==> config.mk <==
export PLATFORM = sky130hd
export DESIGN_NAME = inspection_input_conditioner
export DESIGN_NICKNAME = d
export VERILOG_FILES = /design/src/rtl/inspection_input_conditioner.sv
export SDC_FILE = /design/constraint.sdc
export NUM_CORES = 1
export LEC_CHECK = 0
export ABC_CLOCK_PERIOD_IN_PS = 2600
export CAP_MARGIN = 5
export CORE_UTILIZATION = 38
export CTS_BUF_LIST = sky130_fd_sc_hd__clkbuf_4
export DETAILED_ROUTE_END_ITERATION = 8
export GPL_TIMING_DRIVEN = 1
export SYNTH_ARGS = -nofsm -noshare
export SYNTH_HDL_FRONTEND = slang
export SYNTH_SLANG_ARGS = --single-unit
==> constraint.sdc <==
create_clock -name clk -period 2.6 [get_ports clk]
set_input_delay 0.26 -clock clk [delete_from_list [all_inputs] [get_ports clk]]
set_output_delay 0.26 -clock clk [all_outputs]
set_load 0.05 [all_outputs]
==> src/rtl/inspection_input_conditioner.sv <==
// Input conditioner for the quality-classification FSM: synchronises and
// debounces the weight/size/colour/item sensor lines, captures one snapshot
// per item after a settle delay and offers it downstream.
//
// Handshake: sample_valid_o rises together with the captured *_ok_o bits and
// stays high, with the bits frozen, until a rising edge where
// sample_ready_i is also high; that edge is the transfer and clears
// sample_valid_o. sample_ready_i may be high before valid rises.
module inspection_input_conditioner #(
  parameter int DEBOUNCE_CYCLES = 16,
  parameter int SETTLE_CYCLES   = 8
) (
  input  logic       clk,
  input  logic       rst,
  input  logic       weight_raw_i,
  input  logic       size_raw_i,
  input  logic       color_raw_i,
  input  logic       item_raw_i,
  input  logic       sample_ready_i,
  output logic       sample_valid_o,
  output logic       weight_ok_o,
  output logic       size_ok_o,
  output logic       color_ok_o,
  output logic       abort_o,
  output logic [7:0] item_count_o,
  output logic [1:0] state_o
);

  localparam int DW = $clog2(DEBOUNCE_CYCLES + 1);
  localparam int SW = $clog2(SETTLE_CYCLES + 1);
  localparam logic [DW-1:0] DB_LAST     = DW'(DEBOUNCE_CYCLES - 1);
  localparam logic [SW-1:0] SETTLE_LAST = SW'(SETTLE_CYCLES - 1);

  typedef enum logic [1:0] {
    IDLE       = 2'd0,
    SETTLE     = 2'd1,
    VALID      = 2'd2,
    WAIT_CLEAR = 2'd3
  } state_t;

  // Line index: 0 weight, 1 size, 2 colour, 3 item present.
  logic [3:0] raw;
  logic [3:0] sync1_q, sync2_q;
  logic [3:0] deb_q, deb_d;
  logic [DW-1:0] db_cnt_q [4];
  logic [DW-1:0] db_cnt_d [4];
  logic item_db;

  state_t     state_q, state_d;
  logic [SW-1:0] settle_q, settle_d;
  logic       valid_q, valid_d;
  logic [2:0] ok_q, ok_d;
  logic       abort_q, abort_d;
  logic [7:0] count_q, count_d;

  assign raw     = {item_raw_i, color_raw_i, size_raw_i, weight_raw_i};
  assign item_db = deb_q[3];

  // Per-line debounce: count consecutive disagreeing cycles, flip on the last one.
  always_comb begin
    for (int i = 0; i < 4; i++) begin
      deb_d[i]    = deb_q[i];
      db_cnt_d[i] = '0;
      if (sync2_q[i] != deb_q[i]) begin
        if (db_cnt_q[i] == DB_LAST) begin
          deb_d[i] = sync2_q[i];
        end else begin
          db_cnt_d[i] = db_cnt_q[i] + DW'(1);
        end
      end
    end
  end

  // Synchroniser and debounce registers.
  always_ff @(posedge clk or posedge rst) begin
    if (rst) begin
      sync1_q <= '0;
      sync2_q <= '0;
      deb_q   <= '0;
      for (int i = 0; i < 4; i++) db_cnt_q[i] <= '0;
    end else begin
      sync1_q <= raw;
      sync2_q <= sync1_q;
      deb_q   <= deb_d;
      for (int i = 0; i < 4; i++) db_cnt_q[i] <= db_cnt_d[i];
    end
  end

  // Next-state and output logic for the capture FSM.
  always_comb begin
    state_d  = state_q;
    settle_d = settle_q;
    valid_d  = valid_q;
    ok_d     = ok_q;
    abort_d  = 1'b0;
    count_d  = count_q;
    case (state_q)
      IDLE: begin
        if (item_db) begin
          state_d  = SETTLE;
          settle_d = '0;
        end
      end
      SETTLE: begin
        // Losing the item wins over completing the settle time.
        if (!item_db) begin
          state_d = IDLE;
          abort_d = 1'b1;
        end else if (settle_q == SETTLE_LAST) begin
          state_d = VALID;
          valid_d = 1'b1;
          ok_d    = deb_q[2:0];
        end else begin
          settle_d = settle_q + SW'(1);
        end
      end
      VALID: begin
        // Item removal here does not cancel the snapshot.
        if (sample_ready_i) begin
          state_d = WAIT_CLEAR;
          valid_d = 1'b0;
          count_d = count_q + 8'd1;
        end
      end
      WAIT_CLEAR: begin
        // Hold off until the item leaves so it is not captured twice.
        if (!item_db) state_d = IDLE;
      end
      default: state_d = IDLE;
    endcase
  end

  // FSM state and registered outputs.
  always_ff @(posedge clk or posedge rst) begin
    if (rst) begin
      state_q  <= IDLE;
      settle_q <= '0;
      valid_q  <= 1'b0;
      ok_q     <= '0;
      abort_q  <= 1'b0;
      count_q  <= '0;
    end else begin
      state_q  <= state_d;
      settle_q <= settle_d;
      valid_q  <= valid_d;
      ok_q     <= ok_d;
      abort_q  <= abort_d;
      count_q  <= count_d;
    end
  end

  assign sample_valid_o = valid_q;
  assign weight_ok_o    = ok_q[0];
  assign size_ok_o      = ok_q[1];
  assign color_ok_o     = ok_q[2];
  assign abort_o        = abort_q;
  assign item_count_o   = count_q;
  assign state_o        = state_q;

endmodule

; Word level (Yosys, flattened, before mapping)
; Index checks and enable logic that the tools add are counted.
[word_totals]
regBits = 51
output_inout_bits = 15
inputBits = 7
[classes]
muxes = 24
n_reduce_logical = 12
n_eq_ne = 19
addsub = 6
[ops]
columns = op, n
row1 = $mux 5, 8
row2 = $add 5x1->5 const B, 4
row3 = $eq 5x4->1 const B, 4
row4 = $mux 4, 3
row5 = $ne 2x2->1 const B, 6
row6 = $reduce_and 4->1, 3
row7 = $mux 2, 5
row8 = $reduce_and 2->1, 5
row9 = $add 8x1->8 const B, 1
row10 = $pmux 2 s4, 1
row11 = $pmux 4 s2, 1
row12 = $mux 1, 5
row13 = $add 4x1->4 const B, 1
row14 = $eq 2x2->1 const B, 2
row15 = $eq 4x3->1 const B, 1
row16 = $ne 1x1->1, 4
row17 = $reduce_bool 2->1, 2
row18 = $ne 3x3->1 const B, 1
row19 = $reduce_and 3->1, 1
row20 = $eq 2x1->1 const B, 1
row21 = $logic_not 2->1, 1
row22 = $pmux 1 s2, 1

; Longest topological paths before layout
[depth]
depth_word = 4
depth_mapped = 4
mapped_depth_nobuf = 4

; Worst setup path after synthesis
; No wires, ideal clock.
[synth_timing]
path_kind = register to register
from = reg state_q[0], in the netlist state_o[0]
to = reg ok_q[0]
stages_incl_launch_ff = 4
setup_slack_ns = 0.961
required_ns = 2.472
period_less_slack_ns = 1.639
setup_ns = 0.128
arrival_ns = 1.511
path_cell_list = dfrtp_1 -> nor2b_2 -> and3_1 -> mux2_1
[synth_via]
elab_chain_len = 2
[synth_lines]
columns = item, line_no
row1 = "start, declared", 49  ; state_t state_q, state_d;
row2 = "start signal, assigned", 143  ; state_q <= state_d;
row3 = $eq 2x1->1, 97  ; case (state_q)
row4 = $reduce_and 3->1 (no line), -
row5 = "end signal, assigned", 146  ; ok_q <= ok_d;
row6 = "end, declared", 52  ; logic [2:0] ok_q, ok_d;
; No other way between the ends.
; A chain may end at the register's enable or synchronous reset.

==> qor.yml <==
finalClockSkew_ns: 0.00881
numCtsBuffers: 5
rows: 26
slew_violations: 0
holdWs_ns: 0.259
globalplace.congestion: 0.722
dieWidth_um: 75.8
first_pass_iters: 4
cts_setup_buffers: 0
grt-ovfl-total: 0
critPathKind: "reg -> out"
cp_max_fo: 10
status: "finished, final reports clean"
r2r_cells: 4
postLayoutCellArea_mm2: 0.00243
power_density_mw_per_mm2: 498
n_antenna_cell: 0
drt-total-wl_mm: 3.22
cap_violations: 0
synth.top_cells.by_area: "dfrtp_1 (62%), xor2_1 (5.9%), ha_1 (3.6%), nor2_1 (2.9%), nand3_1 (2.4%)"
crit_arrival_ns: 1.74
synth_nets: 179
drive_above_1_share_pct: 9.33
yosysWarnings: 0
crit_buf_inv: 1
n_fill_cell: 470
clkLatencyLatePin_ns: 0.35
synth-compound-area-share_pct: 4.47
worstReg2RegStart: "settle_q[0]"
p_leak_nw: 1.19
finalPower_w: 0.00121
yosys.area_share.simple_pct: 16.9
r2r_end: "settle_q[3]"
grt_max_degree: 28
setup_viol: 0
start_kind: "flop"
synth_xor_area_share_pct: 8.04
final_net_count: 207
placed_area_mm2: 0.00238
cp.required_ns: 2.34
hold_path.class: "in -> async"
cpPeakStageDelay_ns: 0.87
die_h_um: 75.8
dr.first_iter.drc_count: 56
synth-seq-cells: 51
viasPerCell: 4.79
irDropWorstVdd_v: 0.000235
final_common_cell: "dfrtp_1"
most-common-layout-cells: "dfrtp_1 (51), clkdlybuf4s50_1 (21), nor2_1 (16), xor2_1 (14), nand3_1 (10)"
grt_pass1_wl_mm: 5.44
fmax_mhz: 499
finalCritPeriodShare_pct: 77.1
clkTransAtPathRegs_ns: 0.13
area_growth_pct: 17.3
pre_cts_slack_ns: 0.977
critPathTopFamily: "buffers and inverters"
io_pins: 22
portBuffers: 21
cts_tree: "yes"
path_cells: "clkdlybuf4s50_1"
synthMuxAreaShare_pct: 3.81
multi_input_area_um2: 762
syn_avg_cell_area_um2: 12.5
num_vias: 1259
synth_top_area_cell: "dfrtp_1"
grt_usage_pct: 13.1
syn_area_mm2: 0.00207
slew_headroom_pct: 63.3
synthCells: 166
clockRootBuffer: "clkbuf_4"
core_area_mm2: 0.00517
ys_seq_area_share_pct: 61.7
postRouteAntennaNets: 0
synth_top_family_by_area: "simple AND/OR/NAND/NOR gates"
rrSetupSlack_ns: 1.00
grt_pass1_vias: 1259
synthAdderAreaFrac_pct: 3.63
drc: 0
worst_pin_slew_ns: 0.550
clkSinkCount: 51
netlist.area_leader.share_pct: 61.7
rsz0062_at_grt: "false"
post_cts_resize_count: 0
finalHoldViolCount: 0
ys_types: 36
h-tree-depth: 2
crit_path_end_kind: "output port"
cts_max_path_buffers: 2
wl_per_cell_um: 12.2
fin_crit_ns: 2.00
worst_slack_ns: 0.595
fin_setup_tns_ns: 0
die_area_mm2: 0.00574
cts_hold_buf: 0
antenna_found_initial: 0
start_util_pct: 40.0
seq_area_mm2: 0.00128
hpwlAfterDp_mm: 2.34
crit_slowest_cell: "clkdlybuf4s50_1"
## cell type report
| cell class | count | share of cell area (%) |
|---|---|---|
| Sequential cell | 51 | 52.6 |
| Timing Repair Buffer | 22 | 9.48 |
| Tap cell | 70 | 3.61 |
| Clock buffer | 6 | 1.86 |
| Multi-Input combinational cell | 107 | 31.4 |
| Inverter | 7 | 1.08 |
## stage by stage
stage | std cells | utilization, %
2_1_floorplan | 166 | -
3_3_place_gp | 257 | 46.1
3_5_place_dp | 257 | 46.1
4_1_cts | 263 | 46.9
5_1_grt | 263 | 46.9
6_report | 263 | 46.9
## routing by layer
layer	GRT usage [%]	wire, um
met3	3.97	101
met4	6.38	56
met1	15.6	1450
met5	0	0
met2	21.6	1610
## cell usage after synthesis (all sizes together)
cell,instances
dfrtp,51
nor2,16
xor2,14
nand3,10
inv,7
mux2,7
and2,6
ha,6
o21ai,6
and3,5
nand2,5
xnor2,5
a21oi,3
nand4,3
a21o,2
and3b,2
nand2b,2
nor3,2
nor4,2
a21boi,1
and4b,1
buf,1
nand3b,1
nand4b,1
nor2b,1
o311ai,1
o31ai,1
o41ai,1
or2,1
or3b,1
or4,1
## cells by family (layout without fill, tap and decap cells)
kind of cell / count (synthesis) / in the layout
flops: 51 / 51
fa+ha+maj: 6 / 6
xor+xnor: 19 / 19
compound gates: 15 / 15
buf+inv: 8 / 35
mux: 7 / 7
simple gates: 60 / 60
## how the worst max path moves through the flow
stage / startpoint / to / slack, ns / cells after the start
after global routing: flop / state_o[1] / 0.52 / 1
after CTS: flop / state_o[1] / 0.57 / 1
final: flop / state_o[1] / 0.60 / 1
after floorplan: state_o[0] / ok_q[0] / 0.96 / 3
after global placement: flop / state_o[1] / 1.00 / 1
after detailed placement: flop / state_o[1] / 0.98 / 1
## state kept, by name (all words and copies together), names as in the netlist, 3 cells and up, named ones only
name          cells
db_cnt_q         20
item_count_o      8
deb_q             4
settle_q          4
sync1_q           4
sync2_q           4
ok_q              3
## power by group
group          switching (W)  internal [W]  total (W)
registers          0.0000141      0.000814   0.000828
logic              0.0000326     0.0000261  0.0000587
clock network       0.000215      0.000107   0.000322
total               0.000262      0.000948    0.00121
Power figures use the tool's default switching activity.
